==> config.mk <==
export PLATFORM = sky130hd
export DESIGN_NAME = hs_earom_arbiter
export DESIGN_NICKNAME = d
export VERILOG_FILES = /design/src/rtl/hs_pkg.sv /design/src/rtl/hs_settle_timer.sv /design/src/rtl/hs_earom_arbiter.sv
export SDC_FILE = /design/constraint.sdc
export NUM_CORES = 1
export LEC_CHECK = 0
export BUFFER_PORTS_ARGS = -buffer_cell sky130_fd_sc_hd__buf_2
export CAP_MARGIN = 20
export CORE_MARGIN = 2
export CORE_UTILIZATION = 50
export CTS_CLUSTER_DIAMETER = 150
export CTS_CLUSTER_SIZE = 10
export DETAILED_ROUTE_END_ITERATION = 6
export MAX_ROUTING_LAYER = met4
export PLACE_DENSITY_LB_ADDON = 0.05
export RECOVER_POWER = 50
export SYNTH_ARGS = -nofsm -noshare
export SYNTH_HDL_FRONTEND = slang
export SYNTH_SLANG_ARGS = --single-unit
==> constraint.sdc <==
create_clock -name clk -period 2.3 [get_ports clk]
set_input_delay 0.23 -clock clk [delete_from_list [all_inputs] [get_ports clk]]
set_output_delay 0.23 -clock clk [all_outputs]
set_load 0.01 [all_outputs]
==> src/rtl/hs_pkg.sv <==
// Shared definitions for the high-score EAROM arbiter: FSM states and
// EAROM control encodings ({c1, c2}).
package hs_pkg;

    typedef enum logic [1:0] {
        IDLE    = 2'd0,
        CPU_RD  = 2'd1,
        HOST_RD = 2'd2
    } hs_state_e;

    localparam logic [1:0] CMD_WR   = 2'b00;
    localparam logic [1:0] CMD_ER   = 2'b01;
    localparam logic [1:0] CMD_RD   = 2'b10;
    localparam logic [1:0] CMD_NONE = 2'b11;

endpackage

==> src/rtl/hs_settle_timer.sv <==
// Settle timer: reloads on every CPU modification and counts down while
// the contents are dirty. Flags the clock on which the count reaches zero.
module hs_settle_timer #(
    parameter logic [23:0] SETTLE_CYCLES = 24'd6_000_000
) (
    input  logic clk,
    input  logic reset,
    input  logic load_i,
    input  logic en_i,
    output logic expired_o
);

    localparam int CW = $clog2(32'(SETTLE_CYCLES) + 32'd1);
    localparam logic [CW-1:0] LOAD_VAL = CW'(SETTLE_CYCLES);

    logic [CW-1:0] cnt_q, cnt_d;

    // Next count: reload wins over decrement; hold at zero once expired.
    always_comb begin
        cnt_d = cnt_q;
        if (load_i) begin
            cnt_d = LOAD_VAL;
        end else if (en_i && (cnt_q != '0)) begin
            cnt_d = cnt_q - CW'(1);
        end
    end

    // Single-clock expiry flag on the 1 -> 0 transition.
    assign expired_o = en_i && !load_i && (cnt_q == CW'(1));

    // Count register.
    always_ff @(posedge clk) begin
        if (reset) begin
            cnt_q <= '0;
        end else begin
            cnt_q <= cnt_d;
        end
    end

endmodule

==> src/rtl/hs_earom_arbiter.sv <==
// Arbitrates the 64x8 high-score EAROM between the CPU and the host
// load/save port, and raises save_req once CPU changes have settled.
module hs_earom_arbiter
    import hs_pkg::*;
#(
    parameter logic [23:0] SETTLE_CYCLES = 24'd6_000_000,
    parameter int          HOST_FIFO     = 1
) (
    input  logic       clk,
    input  logic       reset,
    input  logic [5:0] cpu_a,
    input  logic [7:0] cpu_din,
    input  logic       cpu_c1,
    input  logic       cpu_c2,
    input  logic       cpu_cs1,
    output logic [7:0] cpu_dout,
    input  logic       host_wr,
    input  logic       host_rd,
    input  logic [5:0] host_addr,
    input  logic [7:0] host_din,
    output logic [7:0] host_dout,
    output logic       host_dout_vld,
    output logic       host_busy,
    output logic       save_req,
    input  logic       save_ack,
    output logic [5:0] ram_a,
    output logic [7:0] ram_din,
    output logic       ram_c1,
    output logic       ram_c2,
    output logic       ram_cs1,
    input  logic [7:0] ram_dout
);

    if (HOST_FIFO != 1) begin : g_bad_fifo
        $error("hs_earom_arbiter: only a single-entry host write hold is implemented");
    end

    hs_state_e  state_q, state_d;
    logic       phase_q, phase_d;
    logic [5:0] ram_a_q, ram_a_d;
    logic [7:0] ram_din_q, ram_din_d;
    logic [1:0] ram_c_q, ram_c_d;
    logic       ram_cs1_q, ram_cs1_d;
    logic [7:0] cpu_dout_q, cpu_dout_d;
    logic [7:0] host_dout_q, host_dout_d;
    logic       host_vld_q, host_vld_d;
    logic       hold_vld_q, hold_vld_d;
    logic [5:0] hold_a_q, hold_a_d;
    logic [7:0] hold_din_q, hold_din_d;
    logic       rd_pend_q, rd_pend_d;
    logic [5:0] rd_addr_q, rd_addr_d;
    logic       pend_vld_q, pend_vld_d;
    logic [1:0] pend_c_q, pend_c_d;
    logic [5:0] pend_a_q, pend_a_d;
    logic [7:0] pend_din_q, pend_din_d;
    logic       dirty_q, dirty_d;
    logic       save_req_q, save_req_d;

    logic       cpu_we, tmr_expired;
    logic       cpu_go, hwr_taken, hrd_taken;
    logic [1:0] cpu_cmd, go_c;
    logic [5:0] go_a;
    logic [7:0] go_din;

    assign cpu_cmd = {cpu_c1, cpu_c2};

    hs_settle_timer #(.SETTLE_CYCLES(SETTLE_CYCLES)) u_timer (
        .clk       (clk),
        .reset     (reset),
        .load_i    (cpu_we),
        .en_i      (dirty_q),
        .expired_o (tmr_expired)
    );

    // Arbitration, read sequencing, hold/pending capture and dirty tracking.
    always_comb begin
        state_d     = state_q;
        phase_d     = phase_q;
        ram_a_d     = ram_a_q;
        ram_din_d   = ram_din_q;
        ram_c_d     = ram_c_q;
        ram_cs1_d   = 1'b0;
        cpu_dout_d  = cpu_dout_q;
        host_dout_d = host_dout_q;
        host_vld_d  = 1'b0;
        hold_vld_d  = hold_vld_q;
        hold_a_d    = hold_a_q;
        hold_din_d  = hold_din_q;
        rd_pend_d   = rd_pend_q;
        rd_addr_d   = rd_addr_q;
        pend_vld_d  = pend_vld_q;
        pend_c_d    = pend_c_q;
        pend_a_d    = pend_a_q;
        pend_din_d  = pend_din_q;
        dirty_d     = dirty_q;
        save_req_d  = save_req_q;
        cpu_we      = 1'b0;
        hwr_taken   = 1'b0;
        hrd_taken   = 1'b0;
        // A live strobe takes precedence over a command deferred during a read.
        cpu_go      = cpu_cs1 || pend_vld_q;
        go_c        = cpu_cs1 ? cpu_cmd : pend_c_q;
        go_a        = cpu_cs1 ? cpu_a   : pend_a_q;
        go_din      = cpu_cs1 ? cpu_din : pend_din_q;

        unique case (state_q)
            IDLE: begin
                if (cpu_go) begin
                    pend_vld_d = 1'b0;
                    if (go_c != CMD_NONE) begin
                        ram_cs1_d = 1'b1;
                        ram_a_d   = go_a;
                        ram_din_d = go_din;
                        ram_c_d   = go_c;
                        if (go_c == CMD_RD) begin
                            state_d = CPU_RD;
                            phase_d = 1'b0;
                        end else begin
                            cpu_we = 1'b1;
                        end
                    end
                end else if (hold_vld_q) begin
                    ram_cs1_d  = 1'b1;
                    ram_a_d    = hold_a_q;
                    ram_din_d  = hold_din_q;
                    ram_c_d    = CMD_WR;
                    hold_vld_d = 1'b0;
                end else if (host_wr) begin
                    ram_cs1_d = 1'b1;
                    ram_a_d   = host_addr;
                    ram_din_d = host_din;
                    ram_c_d   = CMD_WR;
                    hwr_taken = 1'b1;
                end else if (host_rd || rd_pend_q) begin
                    ram_cs1_d = 1'b1;
                    ram_a_d   = host_rd ? host_addr : rd_addr_q;
                    ram_c_d   = CMD_RD;
                    rd_pend_d = 1'b0;
                    hrd_taken = host_rd;
                    state_d   = HOST_RD;
                    phase_d   = 1'b0;
                end
            end
            default: begin
                // RAM is busy with a read: defer any CPU command until IDLE.
                if (cpu_cs1 && (cpu_cmd != CMD_NONE)) begin
                    pend_vld_d = 1'b1;
                    pend_c_d   = cpu_cmd;
                    pend_a_d   = cpu_a;
                    pend_din_d = cpu_din;
                end
                if (!phase_q) begin
                    phase_d = 1'b1;
                end else begin
                    phase_d = 1'b0;
                    state_d = IDLE;
                    if (state_q == CPU_RD) begin
                        cpu_dout_d = ram_dout;
                    end else begin
                        host_dout_d = ram_dout;
                        host_vld_d  = 1'b1;
                    end
                end
            end
        endcase

        if (host_wr && !hwr_taken) begin
            hold_vld_d = 1'b1;
            hold_a_d   = host_addr;
            hold_din_d = host_din;
        end
        if (host_rd && !hrd_taken) begin
            rd_pend_d = 1'b1;
            rd_addr_d = host_addr;
        end

        // A CPU modification outranks a concurrent save_ack.
        if (cpu_we) begin
            dirty_d    = 1'b1;
            save_req_d = 1'b0;
        end else if (save_ack) begin
            dirty_d    = 1'b0;
            save_req_d = 1'b0;
        end else if (tmr_expired) begin
            save_req_d = 1'b1;
        end
    end

    // State and output registers.
    always_ff @(posedge clk) begin
        if (reset) begin
            state_q     <= IDLE;
            phase_q     <= 1'b0;
            ram_a_q     <= '0;
            ram_din_q   <= '0;
            ram_c_q     <= '0;
            ram_cs1_q   <= 1'b0;
            cpu_dout_q  <= '0;
            host_dout_q <= '0;
            host_vld_q  <= 1'b0;
            hold_vld_q  <= 1'b0;
            hold_a_q    <= '0;
            hold_din_q  <= '0;
            rd_pend_q   <= 1'b0;
            rd_addr_q   <= '0;
            pend_vld_q  <= 1'b0;
            pend_c_q    <= '0;
            pend_a_q    <= '0;
            pend_din_q  <= '0;
            dirty_q     <= 1'b0;
            save_req_q  <= 1'b0;
        end else begin
            state_q     <= state_d;
            phase_q     <= phase_d;
            ram_a_q     <= ram_a_d;
            ram_din_q   <= ram_din_d;
            ram_c_q     <= ram_c_d;
            ram_cs1_q   <= ram_cs1_d;
            cpu_dout_q  <= cpu_dout_d;
            host_dout_q <= host_dout_d;
            host_vld_q  <= host_vld_d;
            hold_vld_q  <= hold_vld_d;
            hold_a_q    <= hold_a_d;
            hold_din_q  <= hold_din_d;
            rd_pend_q   <= rd_pend_d;
            rd_addr_q   <= rd_addr_d;
            pend_vld_q  <= pend_vld_d;
            pend_c_q    <= pend_c_d;
            pend_a_q    <= pend_a_d;
            pend_din_q  <= pend_din_d;
            dirty_q     <= dirty_d;
            save_req_q  <= save_req_d;
        end
    end

    assign ram_a         = ram_a_q;
    assign ram_din       = ram_din_q;
    assign ram_c1        = ram_c_q[1];
    assign ram_c2        = ram_c_q[0];
    assign ram_cs1       = ram_cs1_q;
    assign cpu_dout      = cpu_dout_q;
    assign host_dout     = host_dout_q;
    assign host_dout_vld = host_vld_q;
    assign host_busy     = hold_vld_q;
    assign save_req      = save_req_q;

endmodule

* Word-level counts from Yosys, hierarchy flattened
Index checks and enable logic that the tools add are counted.
** Word-level totals
- Bits in registers :: 101
- Bits of input ports :: 44
- Output and inout bits :: 36
- Logic and storage cells :: 143
** Cells by class
- Add/sub/neg operators :: 1
- Equal/unequal tests :: 16
- Multiplexer cells :: 65
- Bitwise operators :: 3
- Reduce and logical (&&, ||, !) cells :: 36
** Operators by type and width (count)
- 23-bit two-way mux :: 2
- 6-bit two-way mux :: 7
- 8-bit two-way mux :: 5
- 1-bit two-way mux :: 38
- 2-bit two-way mux :: 13
- 23-bit by 1-bit == test with 1-bit output (second input constant) :: 1
- 23-bit nonzero test :: 1
- 23-bit by 1-bit subtractor with 23-bit output (second input constant) :: 1
- 3-bit != test (second input constant) :: 5
- 2-bit nonzero test :: 7
- 3-bit AND reduction :: 4
- 2-bit by 1-bit != test with 1-bit output (second input constant) :: 5
- 5-bit AND reduction :: 2
- 1-bit logical AND :: 6
- 2-bit != test (second input constant) :: 3
- 2-bit AND reduction :: 3
- 6-bit AND reduction :: 1
- 3-bit OR reduction :: 2
- 4-bit nonzero test :: 1
- 2-bit OR reduction :: 2
- 1-bit zero test :: 3
- 1-bit inverter :: 3
- 3-bit nonzero test :: 1
- 2-bit by 1-bit == test with 1-bit output (second input constant) :: 1
- 3 further kinds :: 4

* Logic depth before layout (Yosys ltp)
Gate-level depths: netlist of run 1.
- Word-level depth :: 10
- Mapped depth :: 7
- Depth with buffers taken out :: 7

* Cells and area by module
Synthesis of run 1 repeated with hierarchy kept, for this count alone.
** Second synthesis, totals
- Cells, all modules :: 546
- Area total of the unflattened synthesis :: 4663.2 um2
** By module, submodules not included
- hs_earom_arbiter :: instances 1, cells each 406, area each 3462.1 um2, sequential area each 1561.5 um2
- hs_settle_timer :: instances 1, cells each 140, area each 1201.2 um2, sequential area each 460.4 um2

* Least setup slack after synthesis of run 1
No wires, ideal clock.
- Path kind :: flip-flop to flip-flop
- Start :: reg u_timer.cnt_q[3]
- End :: reg u_timer.cnt_q[16]
- Setup time :: 0.074 ns
- Arrival time :: 1.816 ns
- Data required time :: 2.226 ns
- Path slack :: 0.410 ns
- Cell stages (with the launch flop) :: 7
- Path buffers :: 1
- Period minus slack after synthesis :: 1.890 ns
- Cells stage by stage :: dfxtp_1 > or4_1 > buf_2 > nor3_4 > nand3_2 > or4_1 > a31oi_1
** On the way
- Word-level cells in the longest chain between the ends :: 3
- Elaborated cells on any way between the ends :: 6
- Classes of those cells :: 1 x add/sub; 2 x mux; 3 x reduce/logical
** Ends and longest elaborated chain
- start, declared :: line hs_settle_timer.sv:16 : logic [CW-1:0] cnt_q, cnt_d;
- start signal, assigned :: line hs_settle_timer.sv:36 : cnt_q <= cnt_d;
- 23-bit by 1-bit subtractor with 23-bit output or 23-bit nonzero test (tied branches) :: line hs_settle_timer.sv:24, hs_settle_timer.sv:23
- 23-bit two-way mux or 1-bit logical AND (tied branches) :: line hs_settle_timer.sv:23 : end else if (en_i && (cnt_q != '0)) begin
- 23-bit two-way mux or 2-bit nonzero test (tied branches)
Several ways; a longest one is shown, not always the timed one. The select of a mux whose other input is x is not followed.
A chain may end at the register's enable or synchronous reset.

* Worst setup path after layout of run 1
Same ends and word-level chain as after synthesis.

==> results of run 1 <==
-- layout make-up --
type | instances | area share, %
multi-input combinational | 384 | 44.8
timing repair buffer | 96 | 9.21
inverter | 11 | 0.791
sequential | 101 | 38.8
antenna | 1 | 0.0480
tap | 108 | 2.59
clock inverter | 5 | 1.10
clock buffer | 11 | 2.71
-- state kept, by name, summed over array words and instances, names as in the netlist, 6 cells and up --
signal         cells
hold_din_q         8
cpu_dout           8
host_dout          8
rd_addr_q          6
ram_a              6
hold_a_q           6
pend_din_q         8
pend_a_q           6
u_timer.cnt_q     23
ram_din            8
-- cells by family (layout without fill, tap and decap cells) --
kind of cell,after synthesis,after routing
xor+xnor,16,16
simple gates,199,199
other cells,0,1
fa+ha+maj,2,2
compound gates,116,116
flops,101,101
buf+inv,45,123
mux,51,51
-- Yosys cell counts (2+ instances only) --
| library cell | n | area (um2) |
|---|---|---|
| dfxtp_1 | 101 | 2020 |
| nor2_1 | 71 | 267 |
| a21oi_1 | 53 | 265 |
| nand2_1 | 47 | 176 |
| mux2i_1 | 45 | 450 |
| clkbuf_1 | 26 | 97.6 |
| nand3_1 | 24 | 120 |
| o21ai_0 | 19 | 95.1 |
| xor2_1 | 13 | 114 |
| inv_1 | 11 | 41.3 |
| nor3_1 | 11 | 55.1 |
| a211oi_1 | 10 | 75.1 |
| nor2b_1 | 8 | 50.1 |
| a211o_1 | 7 | 61.3 |
| nor4_1 | 7 | 43.8 |
| mux2_2 | 6 | 67.6 |
| o21ai_1 | 6 | 30.0 |
| or4_1 | 6 | 45.0 |
| a31oi_1 | 5 | 31.3 |
| or3_1 | 5 | 31.3 |
| buf_2 | 4 | 20.0 |
| o211ai_1 | 4 | 30.0 |
| nand2b_1 | 3 | 18.8 |
| nand3b_1 | 3 | 22.5 |
| nand4_1 | 3 | 18.8 |
| o31ai_1 | 3 | 22.5 |
| xnor2_1 | 3 | 26.3 |
| buf_1 | 2 | 7.51 |
| ha_1 | 2 | 25.0 |
| nand3_2 | 2 | 20.0 |
| nor3_4 | 2 | 32.5 |
| nor3b_1 | 2 | 15.0 |
| o2111ai_1 | 2 | 17.5 |
| o21a_1 | 2 | 15.0 |
-- power by group through the flow --
stage	Clock (mW)	Sequential [mW]	Combinational (mW)
floorplan	0	2.04	0.636
global placement	0	2.04	0.922
detailed placement	0	2.04	0.938
CTS	1.17	2.01	0.942
global route	1.23	2.03	1.04
finish	1.13	2.01	0.922
-- worst max path at each step --
stage / startpoint / to / slack, ps / depth (start not counted)
2_1_floorplan: u_timer.cnt_q[3] / u_timer.cnt_q[16] / 410 / 6
3_3_place_gp: u_timer.cnt_q[3] / u_timer.cnt_q[16] / 290 / 5
3_5_place_dp: u_timer.cnt_q[3] / u_timer.cnt_q[16] / 220 / 5
4_1_cts: u_timer.cnt_q[3] / u_timer.cnt_q[16] / 210 / 5
5_1_grt: u_timer.cnt_q[3] / u_timer.cnt_q[16] / 80 / 5
6_report: u_timer.cnt_q[3] / u_timer.cnt_q[16] / 210 / 5
-- metal layers --
layer  vias up  GRT usage, %  wire [um]
li1       2008             -          -
met2        97          34.5       4850
met4         0          4.95         53
met1      1875          29.8       4970
met3         4          5.06        489
met5         -             -          0
-- placed cells by master, fill, tap and decap left out, types with 8 or more instances in the layout --
| master | Yosys | layout |
|---|---|---|
| buf_2 | 4 | 44 |
| a21oi_1 | 53 | 53 |
| clkbuf_1 | 26 | 39 |
| inv_1 | 11 | 11 |
| o21ai_0 | 19 | 21 |
| buf_4 | 1 | 13 |
| nand2_1 | 47 | 47 |
| nand3_1 | 24 | 24 |
| xor2_1 | 13 | 13 |
| mux2i_1 | 45 | 45 |
| a211oi_1 | 10 | 10 |
| nor2b_1 | 8 | 8 |
| nor2_1 | 71 | 71 |
| dfxtp_1 | 101 | 101 |
| clkbuf_8 | 0 | 10 |
| nor3_1 | 11 | 10 |
-- through the flow --
step / hold WS (ps) / area, um2
2_1_floorplan: 309 / 4530
3_3_place_gp: 409 / 5070
3_5_place_dp: 416 / 5070
4_1_cts: 25.5 / 5270
5_1_grt: 22.8 / 5220
6_report: 42.8 / 5220
==> results.md, run 1 <==
- Family with the most delay on the worst path: simple AND/OR/NAND/NOR gates
- WL per Instance: 14.4 um
- RSZ-0062 raised after global routing: false
- Height of the die: just under 100 um
- Power per standard cell area: between 700 and 800 nW/um2
- Synth Area in XOR/XNOR: under 10%
- Worst Hold End: save_req
- Initial DRC Count: ~130
- Area of the multi-input gates: about 2300 um2
- WP buf/inv: 0
- Setup bufs post-CTS: 0
- Pwr Total: a little over 4 mW
- Syn Inst Count: between 500 and 600
- Area grow syn2layout: 15.1%
- Clock latency on the worst-skew pair: roughly 360 ps
- Die area: about 9800 um2
- CORE AREA: between 8000 and 9000 um2
- Most used flip-flop cell after synthesis: dfxtp_1
- Post-synthesis mux area share: between 10 and 15%
- Clock Power Share: 27.9%
- Setup crit end kind: flop
- Crit Path Category: reg -> reg
- Main combinational cell family by area after synthesis: simple AND/OR/NAND/NOR gates
- Psw: around 1.3 mW
- Status: completed
- DR pass1 iterations: 4
- Max FO, Critical Path: 7
- Number of global-route vias before repair: 3700
- Worst Hold Class: in -> reg
- Largest net degree at the start of global routing: between 80 and 90
- Syn Area/Cell: roughly 8.6 um2
- Final period util: a little over 90%
- HPWL Detailed: 7200 um
- Post-DRT Antenna Nets: 0
- Share of layout cells above drive strength 1: 14.5%
- Compound-Gate Fraction of Synth Area: 15.1%
- Final Setup Violations: 0
- Synth warn: 0
- Setup WS post-layout: between 200 and 250 ps
- Total GRT Usage: 22.2%
- Post-Synth Adder-Cell Area: less than 1%
- Nets@finish: 649
- Post-CTS sizing: 0
- RD Place Congestion: around 0.84
- Worst slack, placed: between 200 and 250 ps
- Number of synthesized flops with an enable pin: 0
- Core Rows: 34
- Combinational fraction of design power: 22.7%
- Register area share after synthesis: about 45%
- FILL cells: between 800 and 900
- Clk buf depth: 2
- Crit-path cells: or4_1 -> nor3_4 -> nand3_2 -> or4_1 -> a31oi_1
- # IOs: 80
- I/O Buffers: 79
- Reg area: 2020 um2
- Num CTS Buffers: 9
- Dpl cells: 700
- Peak supply drop: between 0.4 and 0.5 mV
- Drt total wl: 10400 um
- Setup TNS: 0 ps
- # DRC: 0
- Gr ovfl total: 0
- Synth Cell Area: about 4500 um2
- Sink Count: 101
- Sequential share of power: 49.4%
- Hold Startpoint: save_ack
- Min-Delay Path Depth: 2
- Worst Max-Slew Pin Slew: between 600 and 700 ps
- Final Instance Count excl. Fillers: about 720
- CTS tree: done
- Leakage: between 2 and 2.5 nW
- Post-Synth Simple-Gate Area: between 20% and 30%
- Number of synthesized register bits: 101
- P_int: 2.80 mW
- RR Startpoint: u_timer.cnt_q[3]
- Total number of vias: 3984
- CP max stage delay: just under 700 ps
- F_max: ~480 MHz
- Hold Buf Count CTS: 0
- Crit path DAT: about 2400 ps
- Root buf cell: clkbuf_8
- Depth of the CTS H-tree: 3
- Worst relative slew slack: between 50% and 60%
- Req. time, crit path: 2580 ps
- CP startpoint kind: flop
- Global-route wire length before repair: roughly 17000 um
- Final Hold Viols: 0
- Syn_nets: approximately 580
- Initial antenna violation count: 1
- Worst Skew: around 12 ps
- Minimum clock period: roughly 2100 ps
- Yosys cell types: 46
- Crit path top cell by count: or4_1
- Switching Share: 31.0%
- Die W: between 90 and 100 um
- Max Cap Violations: 0
- Flop2flop setup slack: roughly 210 ps
- Via-to-Cell Ratio: about 5.6
- Async S/R FF share, synth: 0%
- Starting Density: roughly half
- R2R depth: 5
- Terminus of the critical flop-to-flop path: u_timer.cnt_q[16]
- Register clock-pin slew on the reported worst setup and hold paths: roughly 90 ps
- Fin util: about three fifths
- Slew Limit Fails: 0
- CP max-delay cell: or4_1
Power figures use the tool's default switching activity.
==> run 2: changes to the inputs <==
==> constraint.sdc (replaced) <==
create_clock -name clk -period 2.3 [get_ports clk]
set_input_delay 0.115 -clock clk [delete_from_list [all_inputs] [get_ports clk]]
set_output_delay 0.115 -clock clk [all_outputs]
set_load 0.01 [all_outputs]
==> run 2 against run 1 <==
Compared with the run above: the flow now finishes with violations (hold timing); clock power barely moved; maximum frequency rose by 0.40%; clock-buffer cell count fell by 2; critical path depth did not move; global-route usage rose by 0.54 points; flip-flop and latch count did not move; non-clock buffer count rose by 19; sequential share of layout area fell by 1.2 points; critical endpoint unchanged; highest routed layer unchanged.
==> results.md, run 2 (synthesis gave the netlist of run 1 again) <==
- CTS tree: done
- I/O Buffers: 79 (unchanged)
- Core Rows: 34 (unchanged)
- Worst setup path endpoint: u_timer.cnt_q[16]
- Sequential share of power: 49.2% (-0.2 points)
- Flop2flop setup slack: 220 ps (about the same)
- RD Place Congestion: 0.810 (-4.1%)
- Peak supply drop: 0.373 mV (-11%)
- Leakage: 2.17 nW (+3.4%)
- RSZ-0062 raised after global routing: false
- Worst Skew: 14.3 ps (+2.02 ps)
- # IOs: 80 (unchanged)
- Worst Max-Slew Pin Slew: 1190 ps (+578 ps)
- Num CTS Buffers: 9 (unchanged)
- WL per Instance: 14.3 um (-0.97%)
- Psw: 1.35 mW (+7.5%)
- Terminus of the critical flop-to-flop path: u_timer.cnt_q[16]
- Final Setup Violations: 0 (unchanged)
- Most frequent cells in the layout: dfxtp_1, nor2_1, a21oi_1
- Gr ovfl total: 0 (unchanged)
- Clk buf depth: 2 (unchanged)
- Largest net degree at the start of global routing: 57 (-35%)
- Fin util: 61.5% (+2.0 points)
- Biggest register: u_timer.cnt_q
- Final Hold Viols: 1 (+1)
- HPWL Detailed: 7250 um (+0.68%)
- Met2 WL: 5000 um (+3.1%)
- Worst relative slew slack: 20.5% (-39 points)
- Failing checks: hold timing
- Root buf cell: clkbuf_8
- Share of layout cells above drive strength 1: 14.2% (-0.28 points)
- Total GRT Usage: 22.8% (+0.54 points)
- CP startpoint kind: flop
- Global-route wire length before repair: 17900 um (+2.8%)
- Crit Path Category: reg -> reg
- DR pass1 iterations: 4 (unchanged)
- Worst Hold Class: in -> reg
- F_max: 481 MHz (+0.40%)
- Via-to-Cell Ratio: 5.51 (-0.75%)
- Sink Count: 101 (unchanged)
- Max Cap Violations: 0 (unchanged)
- Wl on met1: 4890 um (-1.7%)
- # DRC: 0 (unchanged)
- Die area: 9840 um2 (unchanged)
- Switching Share: 33.3% (+2.2 points)
- CORE AREA: 8760 um2 (unchanged)
- Nets@finish: 668 (+2.9%)
- Slew Limit Fails: 0 (unchanged)
- Height of the die: 99.2 um (unchanged)
- Clock latency on the worst-skew pair: 380 ps (+20 ps)
- P_int: 2.72 mW (-3.0%)
- Final period util: 90.4% (-0.36 points)
- Drt total wl: 10500 um (+1.7%)
- Setup TNS: 0 ps (unchanged)
- Critical path startpoint: u_timer.cnt_q[3]
- Register clock-pin slew on the reported worst setup and hold paths: 100 ps (about the same)
- Combinational fraction of design power: 23.2% (+0.5 points)
- Req. time, crit path: 2600 ps (+20 ps)
- Power per standard cell area: 756 nW/um2 (-2.9%)
- RR Startpoint: u_timer.cnt_q[3]
- Area grow syn2layout: 18.9%
- Starting Density: 51.7% (unchanged)
- Die W: 99.2 um (unchanged)
- Setup crit end kind: flop
- Most common cell after layout, fill and taps aside: dfxtp_1
- Number of flip-flops in the largest register: 23 (unchanged)
- Depth of the CTS H-tree: 3 (unchanged)
- Clock Power Share: 27.5% (-0.4 points)
- Number of global-route vias before repair: 3856 (+4.2%)
- Status: complete, but fails checks
- Total number of vias: 4059 (+1.9%)
- Minimum clock period: 2080 ps (-8.38 ps)
- Initial antenna violation count: 1 (unchanged)
- R2R depth: 5 (unchanged)
- Crit path DAT: 2380 ps (about the same)
- Hold slack: -2.28 ps (-45.0 ps)
- Met3 WL post-DR: 546 um (+12%)
- Initial DRC Count: 141 (+11%)
- Post-DRT Antenna Nets: 0 (unchanged)
- Uppermost layer routed: met4
- Max FO, Critical Path: 7 (unchanged)
## run 2: cell types whose count changed in the layout (fill, tap and decap cells not counted), sizes merged
cell / before / now
dlygate4sd3: 0 / 19
inv: 12 / 16
clkinv: 3 / 1
buf: 58 / 57
bufinv: 1 / 0
clkbuf: 49 / 48
clkinvlp: 0 / 1
## run 2: cell type report
type,instances,area (um2)
fillers,828,3370
multi-input cells,384,2330
flip-flops and latches,101,2020
repair buffers,115,657
well taps,108,135
clock buffers,9,124
clock inverters,7,75.1
inverters,11,41.3
diodes,1,2.50
## run 2: how the worst min path moves through the flow
stage,start,to,slack [ps],cells after the start
2_1_floorplan,save_ack,save_req,190,1
3_3_place_gp,save_ack,save_req,300,2
3_5_place_dp,save_ack,save_req,300,2
4_1_cts,cpu_din[7],pend_din_q[7],0.03,3
5_1_grt,cpu_a[3],pend_a_q[3],5,3
6_report,host_din[3],hold_din_q[3],-2,3
## run 2: repair_timing
action,in CTS,in global routing
hold buffers,19,0
endpoints found under the hold margin,25,0
resized for setup,0,0
buffers inserted,0,0
## run 2: worst max-delay path, cell delays in order (launching register included)
cell	delay (ps)
dfxtp_1	350
or4_1	690
nor3_4	240
nand3_2	160
or4_1	410
a31oi_1	160
## run 2: metrics by stage
stage | worst slack [ps] | hold WS [ps] | cell area [um2] | power (mW) | std cells
floorplan | 410 | 194 | 4530 | 2.68 | 530
global placement | 274 | 296 | 5060 | 2.96 | 700
detailed placement | 217 | 296 | 5060 | 2.98 | 700
CTS | 204 | 0.0263 | 5450 | 4.14 | 735
global route | 21.4 | 5.29 | 5390 | 4.30 | 736
finish | 222 | -2.28 | 5390 | 4.07 | 736
## run 2: power groups by stage
stage / logic [mW] / registers (mW) / clock network [mW]
6_report: 0.946 / 2.00 / 1.12
5_1_grt: 1.06 / 2.03 / 1.21
4_1_cts: 0.971 / 2.00 / 1.16
3_5_place_dp: 0.942 / 2.04 / 0
3_3_place_gp: 0.925 / 2.03 / 0
2_1_floorplan: 0.636 / 2.04 / 0
## run 2: routing by layer
| layer | vias up | GRT usage, % |
|---|---|---|
| met3 | 9 | 4.85 |
| met5 | - | - |
| met4 | 0 | 5.48 |
| met2 | 83 | 37.6 |
| li1 | 2057 | - |
| met1 | 1910 | 28.7 |
==> run 3: changes to the inputs <==
--- a/config.mk
+++ b/config.mk
@@ -5,7 +5,7 @@
 export SDC_FILE = /design/constraint.sdc
 export NUM_CORES = 1
 export LEC_CHECK = 0
-export BUFFER_PORTS_ARGS = -buffer_cell sky130_fd_sc_hd__buf_2
+export BUFFER_PORTS_ARGS = -buffer_cell sky130_fd_sc_hd__clkbuf_2
 export CAP_MARGIN = 20
 export CORE_MARGIN = 2
 export CORE_UTILIZATION = 50
==> run 3 against run 2 <==
Compared with the run above: the run now ends clean; utilization grew 0.23 points; sequential share of layout area shrank 0.14 points; non-clock buffer count shrank 1; routed wire length grew 0.46%; largest cell class unchanged; global-route usage shrank 0.30 points; setup slack lost 18 ps; total power grew 1.3%; critical endpoint unchanged; cell area grew 0.37%; highest routed layer unchanged; clock power grew 5%; critical path depth is the same; register-to-register slack lost 20 ps.
==> results.md, run 3 (synthesis gave the netlist of run 1 again) <==
- Status: completed
- Core Rows: 34 (unchanged)
- HPWL Detailed: 7020 um (-3.2%)
- Setup TNS: 0 ps (unchanged)
- Largest net degree at the start of global routing: 88 (+54%)
- Max FO, Critical Path: 7 (unchanged)
- Share of layout cells above drive strength 1: 14.1% (-0.14 points)
- Sink Count: 101 (unchanged)
- Worst relative slew slack: 62.6% (+42 points)
- RD Place Congestion: 0.895 (+11%)
- Root buf cell: clkbuf_8
- CP startpoint kind: flop
- Via-to-Cell Ratio: 5.48 (-0.69%)
- Height of the die: 99.2 um (unchanged)
- Slew Limit Fails: 0 (unchanged)
- Req. time, crit path: 2580 ps (-20 ps)
- WL per Instance: 14.4 um (+0.73%)
- Crit path DAT: 2380 ps (about the same)
- Most common cell after layout, fill and taps aside: dfxtp_1
- Area grow syn2layout: 19.3%
- # IOs: 80 (unchanged)
- Die W: 99.2 um (unchanged)
- Leakage: 2.19 nW (+0.63%)
- Power per standard cell area: 762 nW/um2 (+0.92%)
- Max Cap Violations: 0 (unchanged)
- Total number of vias: 4020 (-0.96%)
- # diodes: 0 (-1)
- F_max: 477 MHz (-0.87%)
- Drt total wl: 10600 um (+0.46%)
- CORE AREA: 8760 um2 (unchanged)
- Starting Density: 51.7% (unchanged)
- Number of flip-flops in the largest register: 23 (unchanged)
- Biggest register: u_timer.cnt_q
- Worst Max-Slew Pin Slew: 561 ps (-631 ps)
- Clk buf depth: 2 (unchanged)
- Gr ovfl total: 0 (unchanged)
- Initial DRC Count: 175 (+24%)
- Num CTS Buffers: 9 (unchanged)
- FILL cells: 844 (+1.9%)
- Finished Cell Area: 5410 um2 (+0.37%)
- Minimum clock period: 2100 ps (+18.3 ps)
- RSZ-0062 raised after global routing: false
- Register clock-pin slew on the reported worst setup and hold paths: 100 ps (about the same)
- Final Hold Viols: 0 (-1)
- Total GRT Usage: 22.5% (-0.30 points)
- DR pass1 iterations: 4 (unchanged)
- Global-route wire length before repair: 17600 um (-1.5%)
- Final period util: 91.2% (+0.80 points)
- CTS tree: done
- Most frequent cells in the layout: dfxtp_1, nor2_1, a21oi_1
- Die area: 9840 um2 (unchanged)
- Crit Path Category: reg -> reg
- Worst Hold Class: in -> reg
- Number of global-route vias before repair: 3782 (-1.9%)
- Reg area: 2020 um2 (unchanged)
- Final Setup Violations: 0 (unchanged)
- Area of the multi-input gates: 2330 um2 (unchanged)
- Placed cell areas: 5060 um2 (about the same)
- I/O Buffers: 79 (unchanged)
- Depth of the CTS H-tree: 3 (unchanged)
- Setup crit end kind: flop
- Worst Skew: 12.1 ps (-2.22 ps)
- # DRC: 0 (unchanged)
- Clock latency on the worst-skew pair: 360 ps (-20 ps)
- Peak supply drop: 0.328 mV (-12%)
- Initial antenna violation count: 0 (-1)
- Nets@finish: 667 (-0.15%)
- Post-DRT Antenna Nets: 0 (unchanged)
## run 3: cell count changes in the layout (fill, tap and decap cells not counted), sizes merged
| cell | previous run | this run |
|---|---|---|
| buf | 57 | 13 |
| bufinv | 0 | 1 |
| clkbuf | 48 | 91 |
| clkinvlp | 1 | 2 |
| diode | 1 | 0 |
| dlygate4sd3 | 19 | 20 |
| inv | 16 | 13 |
## run 3: what timing repair did
item | in CTS | in global routing
hold buffers | 20 | 0
endpoints found under the hold margin | 24 | 0
gates resized for setup | 0 | 0
setup buffers | 0 | 0
## run 3: worst paths after layout
| path | startpoint | end | slack, ps | depth (start not counted) |
|---|---|---|---|---|
| max reg2reg | u_timer.cnt_q[3] | u_timer.cnt_q[16] | 200 | 5 |
| min reg2reg | pend_din_q[1] | pend_din_q[1] | 460 | 2 |
| max | u_timer.cnt_q[3] | u_timer.cnt_q[16] | 200 | 5 |
| min | cpu_din[6] | pend_din_q[6] | 9 | 3 |
## run 3: through the flow
step	worst slack, ps	hold slack (ps)	power [mW]	util (%)	cells
after CTS	193	0.299	4.18	62.4	734
after global routing	68.6	0.838	4.35	61.7	734
after detailed placement	205	305	2.97	57.7	698
after global placement	295	295	2.95	57.7	698
after floorplan	410	194	2.68	-	530
final	203	8.90	4.13	61.7	734
## run 3: report_power, final
part           leakage (nW)  switching (mW)  internal [mW]
Sequential            0.826           0.113           1.89
Combinational          1.26           0.546          0.390
Clock                 0.101           0.641          0.543
## run 3: critical path, stage by stage (launching register included)
cell,delay (ps)
dfxtp_1,350
or4_1,680
nor3_4,230
nand3_2,170
or4_1,420
a31oi_1,170
## run 3: cell type report
cell class                 count  area share, %
clock buffer                  10           2.54
clock inverter                 6           1.30
inverter                      11          0.763
multi-input combinational    384           43.1
sequential                   101           37.4
tap                          108           2.50
timing repair buffer         114           12.4
## run 3: per-layer routing
metal	part of all wire (%)	global-route usage [%]	vias to the layer above
met3	4.4	4.15	4
met1	49	29.8	1875
met2	47	35.9	89
met4	0.39	5.27	0
met5	0	-	-
li1	-	-	2052
